`config.mk`:
```
export PLATFORM = sky130hd
export DESIGN_NAME = mem_arbiter
export DESIGN_NICKNAME = d
export VERILOG_FILES = /design/src/rtl/mem_arb_pkg.sv /design/src/rtl/rr_arb2.sv /design/src/rtl/mem_arbiter.sv
export SDC_FILE = /design/constraint.sdc
export NUM_CORES = 1
export LEC_CHECK = 0
export ABC_AREA = 1
export CAP_MARGIN = 15
export CORE_ASPECT_RATIO = 2
export CORE_MARGIN = 3
export CORE_UTILIZATION = 30
export CTS_CLUSTER_DIAMETER = 60
export DETAILED_ROUTE_END_ITERATION = 16
export PLACE_DENSITY = 0.67
export SLEW_MARGIN = 20
export SYNTH_ARGS = -nofsm -noshare
export SYNTH_HDL_FRONTEND = slang
export SYNTH_SLANG_ARGS = --single-unit
```
`constraint.sdc`:
```
create_clock -name clk -period 2.1 [get_ports clk]
set_input_delay 0.21 -clock clk [delete_from_list [all_inputs] [get_ports clk]]
set_output_delay 0.21 -clock clk [all_outputs]
set_load 0.01 [all_outputs]
```
`src/rtl/mem_arb_pkg.sv`:
```
// Shared types and defaults for the I/D-cache to main-memory arbiter.
// Requester index 1 is the D-side miss handler, index 0 the I-side.
package mem_arb_pkg;

  typedef enum logic [1:0] {
    ST_IDLE       = 2'd0,
    ST_WRITE      = 2'd1,
    ST_FILL_ISSUE = 2'd2,
    ST_FILL_DRAIN = 2'd3
  } state_t;

  localparam int REQ_I               = 0;
  localparam int REQ_D               = 1;
  localparam int DATA_WIDTH          = 16;
  localparam int DEF_ADDR_WIDTH      = 16;
  localparam int DEF_WORDS_PER_BLOCK = 8;
  localparam int DEF_MEM_LAT         = 4;

  function automatic logic [1:0] side_onehot(input logic side);
    if (side == 1'(REQ_D)) begin
      side_onehot = 2'b10;
    end else begin
      side_onehot = 2'b01;
    end
  endfunction

endpackage

```
`src/rtl/rr_arb2.sv`:
```
// Two-way round-robin picker; on a tie the side other than the last
// granted one wins, and the pointer moves only when a grant is taken.
module rr_arb2 import mem_arb_pkg::*; (
  input  logic       clk,
  input  logic       rst,
  input  logic [1:0] req,
  input  logic       update,
  output logic       valid,
  output logic       pick
);

  logic last;

  // Winner selection from the live request vector.
  always_comb begin
    valid = |req;
    pick  = 1'(REQ_I);
    if (req == 2'b11) begin
      pick = ~last;
    end else if (req[REQ_D]) begin
      pick = 1'(REQ_D);
    end else begin
      pick = 1'(REQ_I);
    end
  end

  // Last-granted pointer; I-side after reset so D wins the first tie.
  always_ff @(posedge clk) begin
    if (rst) begin
      last <= 1'(REQ_I);
    end else if (update) begin
      last <= pick;
    end else begin
      last <= last;
    end
  end

endmodule

```
`src/rtl/mem_arbiter.sv`:
```
// Arbitrates I/D cache miss traffic onto one pipelined 16-bit memory:
// single-word writes, and 8-word block fills steered back to the owner.
module mem_arbiter import mem_arb_pkg::*; #(
  parameter  int ADDR_WIDTH      = DEF_ADDR_WIDTH,
  parameter  int WORDS_PER_BLOCK = DEF_WORDS_PER_BLOCK,
  parameter  int MEM_LAT         = DEF_MEM_LAT,
  localparam int IDX_W           = $clog2(WORDS_PER_BLOCK)
) (
  input  logic                  clk,
  input  logic                  rst,
  input  logic [1:0]            req,
  input  logic [1:0]            req_wr,
  input  logic [ADDR_WIDTH-1:0] req_addr0,
  input  logic [ADDR_WIDTH-1:0] req_addr1,
  input  logic [DATA_WIDTH-1:0] req_wdata0,
  input  logic [DATA_WIDTH-1:0] req_wdata1,
  output logic [1:0]            gnt,
  output logic                  fill_valid,
  output logic [IDX_W-1:0]      fill_idx,
  output logic [DATA_WIDTH-1:0] fill_data,
  output logic [1:0]            done,
  output logic                  mem_enable,
  output logic                  mem_wr,
  output logic [ADDR_WIDTH-1:0] mem_addr,
  output logic [DATA_WIDTH-1:0] mem_data_in,
  input  logic [DATA_WIDTH-1:0] mem_data_out,
  input  logic                  mem_data_valid
);

  localparam int               OFF_W    = IDX_W + 1;
  localparam logic [IDX_W-1:0] LAST_IDX = IDX_W'(WORDS_PER_BLOCK - 1);

  if (WORDS_PER_BLOCK < 2 || MEM_LAT < 1 || ADDR_WIDTH <= OFF_W) begin : g_bad_param
    $error("mem_arbiter: unsupported parameter combination");
  end

  state_t                state, state_next;
  logic                  owner;
  logic [ADDR_WIDTH-1:0] cmd_addr;
  logic [DATA_WIDTH-1:0] cmd_wdata;
  logic [IDX_W-1:0]      issue_cnt;
  logic [IDX_W-1:0]      ret_cnt;
  logic                  arb_valid, arb_pick, arb_update;
  logic                  in_fill, ret_hit, ret_last;
  logic [ADDR_WIDTH-1:0] req_addr_sel, fill_base, issue_addr;
  logic [DATA_WIDTH-1:0] req_wdata_sel;

  rr_arb2 u_rr_arb2 (
    .clk    (clk),
    .rst    (rst),
    .req    (req),
    .update (arb_update),
    .valid  (arb_valid),
    .pick   (arb_pick)
  );

  // Requester-side muxing and address arithmetic (wraps mod 2^ADDR_WIDTH).
  always_comb begin
    req_addr_sel  = arb_pick ? req_addr1 : req_addr0;
    req_wdata_sel = arb_pick ? req_wdata1 : req_wdata0;
    fill_base     = {req_addr_sel[ADDR_WIDTH-1:OFF_W], {OFF_W{1'b0}}};
    issue_addr    = cmd_addr + {{(ADDR_WIDTH-OFF_W){1'b0}}, issue_cnt, 1'b0};
    in_fill       = (state == ST_FILL_ISSUE) || (state == ST_FILL_DRAIN);
    ret_hit       = in_fill && mem_data_valid;
    ret_last      = ret_hit && (ret_cnt == LAST_IDX);
  end

  // Next-state logic; requests are only looked at in IDLE.
  always_comb begin
    state_next = state;
    arb_update = 1'b0;
    case (state)
      ST_IDLE: begin
        if (arb_valid) begin
          arb_update = 1'b1;
          state_next = req_wr[arb_pick] ? ST_WRITE : ST_FILL_ISSUE;
        end else begin
          state_next = ST_IDLE;
        end
      end
      ST_WRITE: begin
        state_next = ST_IDLE;
      end
      ST_FILL_ISSUE: begin
        if (ret_last) begin
          state_next = ST_IDLE;
        end else if (issue_cnt == LAST_IDX) begin
          state_next = ST_FILL_DRAIN;
        end else begin
          state_next = ST_FILL_ISSUE;
        end
      end
      ST_FILL_DRAIN: begin
        if (ret_last) begin
          state_next = ST_IDLE;
        end else begin
          state_next = ST_FILL_DRAIN;
        end
      end
      default: begin
        state_next = ST_IDLE;
      end
    endcase
  end

  // Output decode from state, owner and counters.
  always_comb begin
    gnt         = 2'b00;
    fill_valid  = 1'b0;
    fill_idx    = {IDX_W{1'b0}};
    fill_data   = {DATA_WIDTH{1'b0}};
    done        = 2'b00;
    mem_enable  = 1'b0;
    mem_wr      = 1'b0;
    mem_addr    = {ADDR_WIDTH{1'b0}};
    mem_data_in = {DATA_WIDTH{1'b0}};
    if (state != ST_IDLE) begin
      gnt = side_onehot(owner);
    end else begin
      gnt = 2'b00;
    end
    if (ret_hit) begin
      fill_valid = 1'b1;
      fill_idx   = ret_cnt;
      fill_data  = mem_data_out;
    end else begin
      fill_valid = 1'b0;
    end
    case (state)
      ST_WRITE: begin
        mem_enable  = 1'b1;
        mem_wr      = 1'b1;
        mem_addr    = cmd_addr;
        mem_data_in = cmd_wdata;
        done        = side_onehot(owner);
      end
      ST_FILL_ISSUE: begin
        mem_enable = 1'b1;
        mem_addr   = issue_addr;
        done       = ret_last ? side_onehot(owner) : 2'b00;
      end
      ST_FILL_DRAIN: begin
        done = ret_last ? side_onehot(owner) : 2'b00;
      end
      default: begin
        done = 2'b00;
      end
    endcase
  end

  // State, captured command and counters; the command is latched at grant
  // so a requester may drop req or change its address mid-transaction.
  always_ff @(posedge clk) begin
    if (rst) begin
      state     <= ST_IDLE;
      owner     <= 1'b0;
      cmd_addr  <= {ADDR_WIDTH{1'b0}};
      cmd_wdata <= {DATA_WIDTH{1'b0}};
      issue_cnt <= {IDX_W{1'b0}};
      ret_cnt   <= {IDX_W{1'b0}};
    end else begin
      state <= state_next;
      if (arb_update) begin
        owner     <= arb_pick;
        cmd_addr  <= req_wr[arb_pick] ? req_addr_sel : fill_base;
        cmd_wdata <= req_wdata_sel;
      end else begin
        owner     <= owner;
        cmd_addr  <= cmd_addr;
        cmd_wdata <= cmd_wdata;
      end
      if (state == ST_FILL_ISSUE) begin
        issue_cnt <= issue_cnt + IDX_W'(1);
      end else begin
        issue_cnt <= {IDX_W{1'b0}};
      end
      if (state == ST_IDLE) begin
        ret_cnt <= {IDX_W{1'b0}};
      end else if (ret_hit) begin
        ret_cnt <= ret_cnt + IDX_W'(1);
      end else begin
        ret_cnt <= ret_cnt;
      end
    end
  end

endmodule
```
==> results.md <==
* Run status: finished with violations
* Violated checks: setup timing
* Destination of the worst register-to-register timing path: cmd_addr[8]
* Post-CTS Hold Buffers at 0
* Sequential share of the synthesized area at 29.2%
* Relative area change from synthesis to final layout at 70.2%
* Remaining global-route overflow at 0
* DR DRC count at 0
* Pins Over Slew Limit at 0
* Worst-path cell chain: ha_4 -> inv_2 -> fa_2 -> inv_2 -> nand2_2 -> nand2_2 -> nand2_2 -> nor2_4 -> buf_4 -> o21ai_0 -> nor2_1 -> buf_2
* Yosys reg bits at 41
* Post-synthesis cell type count at 32
* Largest net degree at the start of global routing at 59
* Post-synth top flop: sky130_fd_sc_hd__dfxtp_1
* Most used standard cells in the synthesized netlist: sky130_fd_sc_hd__nand2_1 (137), sky130_fd_sc_hd__inv_1 (65), sky130_fd_sc_hd__nor2_1 (43)
* Static leakage at 2.25 nW
* Syn_nets at 553
* Worst min-delay path startpoint: ret_cnt[2]
* Die X at 74.4 um
* First-pass iteration count of the detailed router at 4
* All-layer global routing usage at 18.5%
* Nets at 711
* Cell with the most instances after synthesis: sky130_fd_sc_hd__nand2_1
* Antenna violations before repair at 0
* Number of violations of the max-capacitance limit at 0
* Slew at the pin closest to its max-slew limit at 494 ps
* Clock tree from TritonCTS: done
* Total via count after detailed routing at 3,420
* Clock buffers created by TritonCTS at 5
* Die Ht at 143 um
* Count of final setup violators at 3
* Critical-path maximum fanout at 3
* Final min period at 2160 ps
* Number of nets still failing antenna checks after routing at 0
* Crit path max-delay family: adder cells
* Overall routed net length at 9820 um
* Standard-cell rows at 49
* Peak VDD IR at 0.368 mV
* Count of fill cells added during filler insertion at 908
* Number of primary I/O pins at 145
* # diodes at 0
* Synth Area per Inst at 6.19 um2
* Ratio of total power to cell area at 517 nW/um2
* Count of flip-flops with a built-in enable after synthesis at 0
* Root Buffer: sky130_fd_sc_hd__clkbuf_16
* Post-Route Setup TNS at -99.4 ps
* Final setup skew at 5.12 ps
* Final number of hold-violating endpoints at 0
* Full die area at 10,600 um2
* Final GP Congestion at 0.840
* Hold/Removal Path Class: reg2reg
* Achievable frequency at 0.462 GHz
* Cell mode on critical path: sky130_fd_sc_hd__nand2_2
* Cell with the largest stage delay on the worst path: sky130_fd_sc_hd__dfxtp_2
* Drt first-iter violations at 105
* Share of final-layout standard cells stronger than drive strength 1 at 15.5%
* Cell type with the highest aggregate area in the netlist: sky130_fd_sc_hd__dfxtp_1
* Depth of the worst hold-timing path at 2
* HPWL after DPL at 7590 um
* Core outline area at 9070 um2
* Wire length of the first global-routing pass at 15,500 um
* Area of the mapped netlist at 2810 um2
* Unrepaired setup endpoints after global routing: yes
* Synthesized instance count at 454
* Length in cells of the worst reg-to-reg path at 6
* H-tree levels at 2
* Beginning of the worst register-to-register path: state[0]
* Worst Setup Slack, final at -63.6 ps
* Rel. slew slack at 67.1%
* Number of port buffers at 144
* Via/cell ratio at 4.78
* Endpoint class of the critical path: output pin
* Share of the clock period used by the worst path at 103%
* Post-route total power at 2.47 mW
* CTS max path bufs at 2
* Element type at the critical path start: flip-flop
* Setup slack, reg-to-reg at 540 ps
* # clock sinks at 41
* Crit-path max cell delay at 350 ps
* Vias in the first global route at 3,444
* Starting density of the core at 31.0%
* Worst-Skew Late Latency at 280 ps
* WP data arrival at 1950 ps
* Clock-pin slew on the worst setup and hold paths at 60 ps
* End of the worst hold path: ret_cnt[2]
* Top area cells in the synthesized netlist: sky130_fd_sc_hd__dfxtp_1 (29%), sky130_fd_sc_hd__nand2_1 (18%), sky130_fd_sc_hd__inv_1 (8.7%)
* Buffers and inverters on the worst path at 4
* Warnings, synthesis at 0
* Worst Setup Path Type: reg2out
* Yosys top cell area share at 29.2%
* Proportion of synthesized flip-flops having asynchronous set or reset at 0%
* WL per Instance at 13.7 um
* Worst Path Required at 1890 ps
worst max-delay path by stage:
stage / start / slack [ps] / cells after the start / to
2_1_floorplan: issue_cnt[0] / 240 / 12 / mem_addr[15]
3_3_place_gp: cmd_addr[1] / -260 / 13 / mem_addr[15]
3_5_place_dp: cmd_addr[1] / -320 / 13 / mem_addr[15]
4_1_cts: cmd_addr[1] / -90 / 13 / mem_addr[15]
5_1_grt: cmd_addr[1] / -190 / 12 / mem_addr[7]
6_report: cmd_addr[1] / -60 / 12 / mem_addr[7]
per-layer routing:
layer  GRT usage [%]  up-vias  wire (um)
met5               0        -          0
met4            8.72        0        336
met3            2.18       21        427
met2            36.2      104       5600
met1            18.1     1526       3450
li1                -     1769          -
logic make-up (layout without fill, tap and decap cells):
logic type,Yosys count,after routing,share of synthesized area (%)
buffers and inverters,92,251,14.6
AO/OA/AOI/OAI,94,94,19.4
adder cells (fa/ha/maj),12,12,5.61
flip-flops,41,41,29.2
multiplexers,1,1,0.356
AND/OR/NAND/NOR,214,214,30.9
flip-flops by register name, indices dropped and copies added (netlist names):
register   cells
cmd_addr      16
cmd_wdata     16
issue_cnt      3
ret_cnt        3
state          2
owner          1
cells in the final DEF (no fill, tap or decap), drive strengths merged:
cell,instances
bufbuf,1
dlygate4sd2,9
nor3,3
nand4,4
dfxtp,41
o21ai,40
buf,37
clkinvlp,1
nand2,140
clkdlybuf4s50,116
nand3,23
dlymetal6s2s,7
a31oi,28
inv,69
ha,11
o31ai,2
fa,1
clkinv,3
o221ai,1
clkbuf,8
a22o,1
nor2,44
a21oi,21
mux2i,1
a2bb2oi,1
worst reg2reg max path, cell delays in order, from the launching register on:
cell	delay (ps)
sky130_fd_sc_hd__dfxtp_4	360
sky130_fd_sc_hd__inv_2	110
sky130_fd_sc_hd__ha_4	210
sky130_fd_sc_hd__o21ai_4	110
sky130_fd_sc_hd__inv_4	380
sky130_fd_sc_hd__o21ai_0	180
sky130_fd_sc_hd__a31oi_1	150
cell type report:
cell class	instances	area, um2	share of cell area [%]
Sequential cell	41	830	17.3
Clock buffer	5	125	2.62
Timing Repair Buffer	173	1690	35.3
Tap cell	102	128	2.67
Clock inverter	3	17.5	0.366
Multi-Input combinational cell	321	1730	36.1
Inverter	70	270	5.65
stage by stage:
stage	instance area [um2]	hold slack [ps]	setup slack, ps	util (%)	std cells
5_1_grt	4780	505	-194	52.7	715
6_report	4780	487	-63.6	52.7	715
4_1_cts	4700	487	-87.3	51.8	710
3_3_place_gp	4440	464	-259	48.9	700
2_1_floorplan	2810	279	238	-	454
3_5_place_dp	4440	478	-317	48.9	700
power breakdown:
part / switching [mW] / internal, mW / leakage (nW) / total [mW]
Combinational: 0.392 / 0.398 / 1.84 / 0.790
Clock: 0.305 / 0.435 / 0.0696 / 0.741
Sequential: 0.0727 / 0.867 / 0.341 / 0.939
Total: 0.770 / 1.70 / 2.25 / 2.47
repair_timing:
action,CTS,global route
pin swaps,8,8
gates resized for setup,82,28
buffers inserted,1,5
cloned,1,0
setup endpoints to repair,54,49
(Power assumes the default switching activity.)
